==> src/rtl/uart_tx_arbiter.sv <==
// Frame-level arbiter sharing one UART transmitter between NUM_REQ byte streams.
// Define UART_ARB_FIXED_PRIO_EN for fixed priority (requester 0 highest) instead of round-robin.
module uart_tx_arbiter #(
  parameter int NUM_REQ      = 2,
  parameter int BUSY_TIMEOUT = 64,
  parameter int FRAME_GAP    = 16
) (
  input  logic                 clk,
  input  logic                 rst,
  input  logic [NUM_REQ-1:0]   req_valid,
  input  logic [8*NUM_REQ-1:0] req_data,
  input  logic [NUM_REQ-1:0]   req_last,
  output logic [NUM_REQ-1:0]   req_ready,
  output logic [NUM_REQ-1:0]   grant,
  input  logic                 tx_busy,
  output logic [7:0]           write_data,
  output logic                 write_en,
  output logic                 arb_busy,
  output logic                 err_timeout
);

  localparam int PW = $clog2(NUM_REQ);
  localparam logic [7:0] TO_END = 8'(BUSY_TIMEOUT - 1);
  localparam logic [7:0] GAP_END = 8'((FRAME_GAP > 0) ? FRAME_GAP - 1 : 0);

  typedef enum logic [2:0] {
    S_IDLE,
    S_ARB,
    S_LOAD,
    S_SEND,
    S_WAIT_BUSY,
    S_WAIT_DONE,
    S_GAP
  } state_t;

  state_t state, state_n;
  logic [PW-1:0] ptr, ptr_n, win;
  logic [7:0] cnt, cnt_n;
  logic last_q, last_n;
  logic found;
  logic done_exit;
  logic [7:0] sel_data;
  logic sel_last;
  logic [NUM_REQ-1:0] rdy_n, grant_n;
  logic [7:0] wdata_n;
  logic we_n, busy_n, err_n;

  // Later loop iterations overwrite earlier ones, so the
  // highest-priority candidate is visited last.
  always_comb begin
    found = 1'b0;
    win = ptr;
`ifdef UART_ARB_FIXED_PRIO_EN
    for (int j = NUM_REQ - 1; j >= 0; j--) begin
      if (req_valid[j]) begin
        found = 1'b1;
        win = PW'(j);
      end
    end
`else
    for (int k = NUM_REQ; k >= 1; k--) begin
      if (req_valid[(int'(ptr) + k) % NUM_REQ]) begin
        found = 1'b1;
        win = PW'((int'(ptr) + k) % NUM_REQ);
      end
    end
`endif
  end

  always_comb begin
    sel_data = 8'h00;
    sel_last = 1'b0;
    for (int i = 0; i < NUM_REQ; i++) begin
      if (grant[i]) begin
        sel_data = req_data[8*i +: 8];
        sel_last = req_last[i];
      end
    end
  end

  always_comb begin
    state_n = state;
    ptr_n = ptr;
    cnt_n = cnt;
    last_n = last_q;
    grant_n = grant;
    wdata_n = write_data;
    rdy_n = '0;
    we_n = 1'b0;
    err_n = 1'b0;
    done_exit = 1'b0;
    unique case (state)
      S_IDLE: begin
        if (|req_valid) state_n = S_ARB;
      end
      S_ARB: begin
        if (found) begin
          grant_n = '0;
          grant_n[win] = 1'b1;
`ifndef UART_ARB_FIXED_PRIO_EN
          ptr_n = win;
`endif
          rdy_n = grant_n & req_valid;
          state_n = S_LOAD;
        end else begin
          state_n = S_IDLE;
        end
      end
      S_LOAD: begin
        if (|(req_valid & req_ready)) begin
          wdata_n = sel_data;
          last_n = sel_last;
          we_n = 1'b1;
          cnt_n = 8'd0;
          state_n = S_SEND;
        end else begin
          rdy_n = grant & req_valid;
        end
      end
      S_SEND: begin
        cnt_n = cnt + 8'd1;
        state_n = S_WAIT_BUSY;
      end
      S_WAIT_BUSY: begin
        if (tx_busy) begin
          state_n = S_WAIT_DONE;
        end else if (cnt >= TO_END) begin
          err_n = 1'b1;
          done_exit = 1'b1;
        end else begin
          cnt_n = cnt + 8'd1;
        end
      end
      S_WAIT_DONE: begin
        if (!tx_busy) done_exit = 1'b1;
      end
      S_GAP: begin
        if (cnt >= GAP_END) state_n = S_IDLE;
        else cnt_n = cnt + 8'd1;
      end
      default: state_n = S_IDLE;
    endcase
    // Shared end-of-byte path: next byte of the frame, or release.
    if (done_exit) begin
      if (last_q) begin
        grant_n = '0;
        cnt_n = 8'd0;
        state_n = (FRAME_GAP == 0) ? S_IDLE : S_GAP;
      end else begin
        rdy_n = grant & req_valid;
        state_n = S_LOAD;
      end
    end
    busy_n = (state_n != S_IDLE);
  end

  always_ff @(posedge clk or posedge rst) begin
    if (rst) begin
      state <= S_IDLE;
      ptr <= PW'(NUM_REQ - 1);
      cnt <= 8'd0;
      last_q <= 1'b0;
      req_ready <= '0;
      grant <= '0;
      write_data <= 8'h00;
      write_en <= 1'b0;
      arb_busy <= 1'b0;
      err_timeout <= 1'b0;
    end else begin
      state <= state_n;
      ptr <= ptr_n;
      cnt <= cnt_n;
      last_q <= last_n;
      req_ready <= rdy_n;
      grant <= grant_n;
      write_data <= wdata_n;
      write_en <= we_n;
      arb_busy <= busy_n;
      err_timeout <= err_n;
    end
  end

endmodule

==> config.mk <==
export PLATFORM = sky130hd
export DESIGN_NAME = uart_tx_arbiter
export DESIGN_NICKNAME = d
export VERILOG_FILES = /design/src/rtl/uart_tx_arbiter.sv
export SDC_FILE = /design/constraint.sdc
export NUM_CORES = 1
export LEC_CHECK = 0
export BUFFER_PORTS_ARGS = -buffer_cell sky130_fd_sc_hd__buf_4
export CAP_MARGIN = 25
export CORE_AREA = 2 2 57 59
export CTS_CLUSTER_DIAMETER = 150
export DETAILED_ROUTE_END_ITERATION = 8
export DIE_AREA = 0 0 59 61
export PLACE_DENSITY_LB_ADDON = 0.1
export SYNTH_ARGS = -nofsm -noshare
export SYNTH_HDL_FRONTEND = slang
export SYNTH_SLANG_ARGS = --single-unit
==> constraint.sdc <==
create_clock -name clk -period 3.7 [get_ports clk]
set_input_delay 0.185 -clock clk [delete_from_list [all_inputs] [get_ports clk]]
set_output_delay 0.185 -clock clk [all_outputs]
set_load 0.005 [all_outputs]
==> results of run 1 <==
-- worst register-to-register path, cell delays in order (launching register included) --
cell      delay, ns
dfrtp_1        0.55
or4b_4         0.59
a311oi_2       0.38
o21ai_1        0.16
a221oi_2       0.29
-- area by class of cell --
| class | instances | area, um2 | share of cell area (%) |
|---|---|---|---|
| tap | 33 | 41.29 | 2.165 |
| multi-input combinational | 121 | 793.3 | 41.60 |
| inverter | 11 | 41.29 | 2.165 |
| sequential | 28 | 701.9 | 36.81 |
| clock buffer | 4 | 26.28 | 1.378 |
| timing repair buffer | 39 | 302.8 | 15.88 |
-- stage by stage --
step / instance area (um2) / std cells / total power (W) / utilization (%) / setup WS, ns
2_1_floorplan: 1609 / 172 / 0.001004 / - / 1.875
3_3_place_gp: 1856 / 230 / 0.001153 / 62.84 / 1.793
3_5_place_dp: 1871 / 231 / 0.001182 / 63.35 / 1.708
4_1_cts: 1907 / 236 / 0.001313 / 64.58 / 1.680
5_1_grt: 1907 / 236 / 0.001421 / 64.58 / 1.557
6_report: 1907 / 236 / 0.001309 / 64.58 / 1.663
-- flip-flops by register name, indices dropped and copies added, names as in the netlist --
name and flops:
req_ready 2, arb_busy 1, last_q 1, err_timeout 1
state 3, write_en 1, write_data 8, ptr 1
cnt 8, grant 2
-- path summary, 6_finish.rpt --
kind                            slack [ns]  cells past startpoint                        end
worst max-delay path                  1.66                      4           cnt[2]$_DFF_PP0_
worst min-delay path                  0.14                      3      err_timeout$_DFF_PP0_
worst max register to register        1.66                      4           cnt[2]$_DFF_PP0_
worst min register to register        0.50                      2  write_data[5]$_DFFE_PP0P_
max in group asynchronous             2.64                      4            ptr$_DFFE_PP1P_
min in group asynchronous             0.47                      3           cnt[6]$_DFF_PP0_
-- synthesized netlist by cell type, types with 2 or more instances --
cell and number:
a211oi_1 4, a21oi_1 10, a221oi_1 2, a221oi_2 2, a22oi_1 9, a31oi_1 5
and2_1 3, and3_1 5, buf_4 3, buf_6 2, clkbuf_1 5, dfrtp_1 27
inv_1 11, nand2_1 16, nand3_1 4, nand4_1 3, nor2_1 7, nor3_1 4
nor3b_1 3, o211ai_1 3, o21ai_0 15, o21ai_1 3, or4_4 2
-- logic make-up (layout without fill, tap and decap cells) --
family          Yosys count  count (layout)  synth area share (%)
flops                    28              28                 43.62
fa+ha+maj                 1               1                0.7775
simple gates             56              56                 19.68
compound gates           63              63                 28.31
buf+inv                  23              54                 7.076
xor+xnor                  1               1                0.5444
-- per-layer routing --
layer | routed length, um | GRT usage, % | up-vias
li1 | - | - | 698
met1 | 1615 | 28.65 | 664
met2 | 1838 | 38.10 | 35
met3 | 151 | 2.772 | 2
met4 | 13 | 6.818 | 0
met5 | 0 | 0 | -
-- power groups by stage --
| stage | registers (W) | clock network (W) | logic, W |
|---|---|---|---|
| global route | 0.000612 | 0.000147 | 0.000661 |
| detailed placement | 0.000586 | 0 | 0.000595 |
| floorplan | 0.000509 | 0 | 0.000495 |
| CTS | 0.000579 | 0.000136 | 0.000597 |
| global placement | 0.000576 | 0 | 0.000577 |
| finish | 0.000585 | 0.000128 | 0.000596 |
==> impl_metrics.env, run 1 <==
export IMPL_status="complete, no violations"
export IMPL_groute_usage_overall_pct=21.92
export IMPL_synth_lib_cells_used_distinct=47
export IMPL_drv_slew=0
export IMPL_vdd_drop_max_mv=0.3064
export IMPL_pin_count=38
export IMPL_die_area_mm2=0.003599
export IMPL_cellInternalPower_w=0.0007578
export IMPL_number_of_input_and_output_port_buffers_inserted=37
export IMPL_post_synth_inst_count=172
export IMPL_chain_of_cells_forming_the_critical_path="or4b_4, a311oi_2, o21ai_1, a221oi_2"
export IMPL_finalWirelength_um=3618
export IMPL_startpoint_type="flop"
export IMPL_critical_path_max_stage_delay_ns=0.59
export IMPL_die_width_um=59
export IMPL_grt_first_pass_wirelength_um=6078
export IMPL_max_cap_viol_count=0
export IMPL_mostFrequentLayoutCell="buf_4"
export IMPL_firstDrtPassIters=4
export IMPL_synth_fp_nets=196
export IMPL_cts_hold_repair_buffers=1
export IMPL_detail_route_iter0_violations=66
export IMPL_crit_buf_inv=0
export IMPL_final_hold_worst_slack_ns=0.1402
export IMPL_detailroute_via_count=1399
export IMPL_worstSetupPathType="reg -> reg"
export IMPL_drive_above_1_share_pct=27.59
export IMPL_postRouteAntennaNets=0
export IMPL_most_common_layout_cells="buf_4 (37), dfrtp_1 (27), nand2_1 (16)"
export IMPL_cts_tree="built"
export IMPL_fin_worst_skew_ns=0.006593
export IMPL_avgViaCountPerCell=5.928
export IMPL_start_util_pct=54.49
export IMPL_design_core_area_mm2=0.002953
export IMPL_power_per_cell_area_mw_per_mm2=686.5
export IMPL_cp_top_family="compound AO/OA/AOI/OAI gates"
export IMPL_synth_avg_cell_area_um2=9.355
export IMPL_timing_critical_path_fanout_max=14
export IMPL_num_rows=20
export IMPL_layout_area_overhead_vs_synth_pct=18.51
export IMPL_grt_antenna_before_repair=0
export IMPL_sort_of_element_at_the_end_of_the_critical_path="flop"
export IMPL_worst_r2r_startpoint="state[0]$_DFF_PP0_"
export IMPL_insertion_delay_ns=0.32
export IMPL_number_of_failing_hold_endpoints_at_the_final_stage=0
export IMPL_via_count_of_the_first_global_routing_pass=1338
export IMPL_antenna_diode_count=0
export IMPL_clkSinkCount=28
export IMPL_yosys_top_cells_area="dfrtp_1 (42%), o21ai_0 (4.7%), a22oi_1 (4.2%), nand2_1 (3.7%), a21oi_1 (3.1%)"
export IMPL_postSynth_topFlopCell="dfrtp_1"
export IMPL_p_switching_w=0.0005513
export IMPL_power_leakage_nw=0.8804
export IMPL_clk_root_buf="clkbuf_4"
export IMPL_floorplan_die_height_um=61
export IMPL_synth_seq_area_share_pct=43.62
export IMPL_cp_arrival_ns=2.28
export IMPL_clock_path_buffers=2
export IMPL_synthesis_area_mm2=0.001609
export IMPL_comb_power_share_pct=45.5
export IMPL_synth_ff_latch_count=28
export IMPL_synth_top_area_share_pct=41.99
export IMPL_synth_area_leader_cell="dfrtp_1"
export IMPL_number_of_enable_type_register_cells_in_the_synthesized_netlist=0
export IMPL_share_seq_of_total_power_pct=44.7
export IMPL_globalRoute_totalOverflow=0
export IMPL_nets_final=228
export IMPL_power_frac_clock_pct=9.8
export IMPL_ctsHtreeMaxLevel=1
export IMPL_async_flop_share_pct=100.0
export IMPL_critPathLaunch="state[0]$_DFF_PP0_"
export IMPL_tightest_slew_ns=0.6034
export IMPL_ctsResizeCount=0
export IMPL_hpwl_um=2713
export IMPL_power_switching_fraction_pct=42.11
export IMPL_synthesis_yosys_warnings=0
export IMPL_post_route_setup_tns_ns=0
export IMPL_maxSlewHeadroom_pct=59.35
export IMPL_min_delay_start="tx_busy"
export IMPL_clkSlewWorstSetupHoldPaths_ns=0.15
export IMPL_report_final_setup_viol=0
export IMPL_route_detailed_wl_per_inst_um=15.33
export IMPL_clock_fmax_ghz=0.4908
export IMPL_worstPathRequired_ns=3.94
export IMPL_fill_cells=256
export IMPL_postCtsSetupRepairBufs=0
export IMPL_unrepaired_setup_endpoints_after_global_routing="no"
export IMPL_min_period_ns=2.037
export IMPL_min_period_over_period_pct=55.06
export IMPL_hold_path_class="in -> reg"
export IMPL_routabilityCongestion=0.9353
export IMPL_number_of_clock_buffers_inserted_by_tritoncts=3
export IMPL_crit_path_top_delay_cell="or4b_4"
export IMPL_drc_violations_left=0
export IMPL_grt_start_max_net_pins=21
No activity file was read; power rests on OpenSTA's default activity.
==> run 2: changes to the inputs <==
CORE_AREA = 2 2 61 63   (was 2 2 57 59)
DIE_AREA = 0 0 63 65   (was 0 0 59 61)
clock period = 1.7 ns   (was 3.7 ns; I/O delays follow)
==> impl_metrics.env, run 2 (same netlist as run 1, synthesis figures left out) <==
export IMPL_status="finished with violations"
export IMPL_violations="setup timing"
export IMPL_min_period_over_period_pct=107.8
export IMPL_clk_root_buf="clkbuf_4"
export IMPL_drive_above_1_share_pct=41.48
export IMPL_layout_area_overhead_vs_synth_pct=35.85
export IMPL_routabilityCongestion=0.9316
export IMPL_instances_no_fill=277
export IMPL_grt_start_max_net_pins=29
export IMPL_timing_critical_path_fanout_max=5
export IMPL_die_area_mm2=0.004095
export IMPL_clkSinkCount=28
export IMPL_unrepaired_setup_endpoints_after_global_routing="yes"
export IMPL_finalWirelength_um=4049
export IMPL_pin_count=38
export IMPL_clkSlewWorstSetupHoldPaths_ns=0.15
export IMPL_mostFrequentLayoutCell="buf_4"
export IMPL_comb_power_share_pct=58.0
export IMPL_power_leakage_nw=1.024
export IMPL_tightest_slew_ns=0.4628
export IMPL_grt_first_pass_wirelength_um=6982
export IMPL_groute_usage_overall_pct=21.33
export IMPL_clock_fmax_ghz=0.5455
export IMPL_grt_antenna_before_repair=0
export IMPL_setup_slack_ns=-0.1331
export IMPL_clock_path_buffers=2
export IMPL_power_per_cell_area_mw_per_mm2=1537
export IMPL_die_width_um=63
export IMPL_antenna_diode_count=0
export IMPL_via_count_of_the_first_global_routing_pass=1541
export IMPL_min_period_ns=1.833
export IMPL_avgViaCountPerCell=5.650
export IMPL_floorplan_die_height_um=65
export IMPL_route_detailed_wl_per_inst_um=14.62
export IMPL_sort_of_element_at_the_end_of_the_critical_path="flop"
export IMPL_power_switching_fraction_pct=41.09
export IMPL_report_final_setup_viol=7
export IMPL_p_switching_w=0.001380
export IMPL_cp_arrival_ns=2.07
export IMPL_drc_violations_left=0
export IMPL_number_of_failing_hold_endpoints_at_the_final_stage=0
export IMPL_startpoint_type="flop"
export IMPL_num_rows=22
export IMPL_chain_of_cells_forming_the_critical_path="or4_4, o41ai_4, a31oi_1, a211oi_1"
export IMPL_start_util_pct=46.03
export IMPL_cts_tree="built"
export IMPL_worstSetupPathType="reg -> reg"
export IMPL_detail_route_iter0_violations=135
export IMPL_most_common_layout_cells="buf_4 (64), dfrtp_1 (27), nand2_1 (16)"
export IMPL_crit_buf_inv=0
export IMPL_share_seq_of_total_power_pct=33.5
export IMPL_vdd_drop_max_mv=0.5727
export IMPL_design_core_area_mm2=0.003496
export IMPL_ctsHtreeMaxLevel=1
export IMPL_cp_top_family="compound AO/OA/AOI/OAI gates"
export IMPL_fin_worst_skew_ns=0.001612
export IMPL_power_frac_clock_pct=8.5
export IMPL_reg_largest_list="cnt x8, write_data x8, state x3"
export IMPL_post_route_setup_tns_ns=-0.6324
export IMPL_dp_cells=268
export IMPL_max_cap_viol_count=0
export IMPL_hpwl_um=2976
export IMPL_final_hold_worst_slack_ns=0.03364
export IMPL_fill_cells=319
export IMPL_critical_path_max_stage_delay_ns=0.57
export IMPL_drv_slew=0
export IMPL_nets_final=254
export IMPL_worstPathRequired_ns=1.94
export IMPL_postRouteAntennaNets=0
export IMPL_crit_path_top_delay_cell="or4_4"
export IMPL_firstDrtPassIters=4
export IMPL_insertion_delay_ns=0.32
export IMPL_number_of_input_and_output_port_buffers_inserted=37
export IMPL_number_of_clock_buffers_inserted_by_tritoncts=3
export IMPL_maxSlewHeadroom_pct=69.15
export IMPL_globalRoute_totalOverflow=0
export IMPL_detailroute_via_count=1565
export IMPL_hold_path_class="in -> reg"
export IMPL_cellInternalPower_w=0.001979
-- run 2: cell count changes in the layout (fill, tap and decap cells not counted), moves of 2 or more --
cell,delta
buf_4,+27
a211oi_1,-3
a211oi_2,+3
nor3_1,-2
o21ai_2,+2
nor3_2,+2
o21ai_0,-3
-- run 2: layout make-up --
| class | count | area (um2) | share of cell area [%] |
|---|---|---|---|
| multi-input combinational | 121 | 865.8 | 39.61 |
| sequential | 28 | 701.9 | 32.11 |
| timing repair buffer | 65 | 490.5 | 22.44 |
| tap | 48 | 60.06 | 2.748 |
| inverter | 11 | 41.29 | 1.889 |
| clock buffer | 4 | 26.28 | 1.202 |
-- run 2: metal layers --
layer	track usage, %	share of wire (%)
met1	25.14	42
met5	0	0
met4	9.444	2.1
met3	3.125	3.8
met2	38.43	52
-- run 2: final timing paths --
| path | slack (ns) | to | from | depth (start not counted) |
|---|---|---|---|---|
| worst max-delay path | -0.13 | cnt[7]$_DFF_PP0_ | cnt[5]$_DFF_PP0_ | 4 |
| worst min-delay path | 0.03 | write_data[4]$_DFFE_PP0P_ | req_data[4] | 3 |
| worst max register to register | -0.13 | cnt[7]$_DFF_PP0_ | cnt[5]$_DFF_PP0_ | 4 |
| worst min register to register | 0.51 | write_data[0]$_DFFE_PP0P_ | write_data[0]$_DFFE_PP0P_ | 2 |
| max in group asynchronous | 1.03 | ptr$_DFFE_PP1P_ | rst | 4 |
| min in group asynchronous | 0.36 | cnt[6]$_DFF_PP0_ | rst | 4 |
-- run 2: worst reg2reg max path, delay by kind of cell, from the launching register on --
kind,cells,cell delay [ns]
AO/OA/AOI/OAI,3,0.78
flip-flops,1,0.41
AND/OR/NAND/NOR,1,0.57
-- run 2: stage by stage --
step	worst slack, ns	area (um2)	utilization, %	total power [W]
3_3_place_gp	-0.1091	2047	58.55	0.002780
4_1_cts	-0.1265	2116	60.52	0.003196
2_1_floorplan	-0.09711	1609	-	0.002185
3_5_place_dp	-0.1330	2047	58.55	0.002823
6_report	-0.1331	2186	62.53	0.003360
5_1_grt	-0.2360	2186	62.53	0.003644
-- run 2: what timing repair did --
| item | CTS | global route |
|---|---|---|
| endpoints found under the hold margin | 27 | 0 |
| setup buffers | 1 | 3 |
| pin swaps | 6 | 3 |
| endpoints found under the setup margin | 16 | 12 |
| gates resized for setup | 8 | 11 |
| hold buffers | 1 | 0 |
-- run 2: power groups by stage --
stage	combinational [W]	sequential [W]	clock [W]
4_1_cts	0.00178	0.00112	0.000293
3_3_place_gp	0.00166	0.00112	0
3_5_place_dp	0.00169	0.00113	0
5_1_grt	0.00215	0.00116	0.000338
2_1_floorplan	0.00108	0.00111	0
6_report	0.00195	0.00113	0.000286
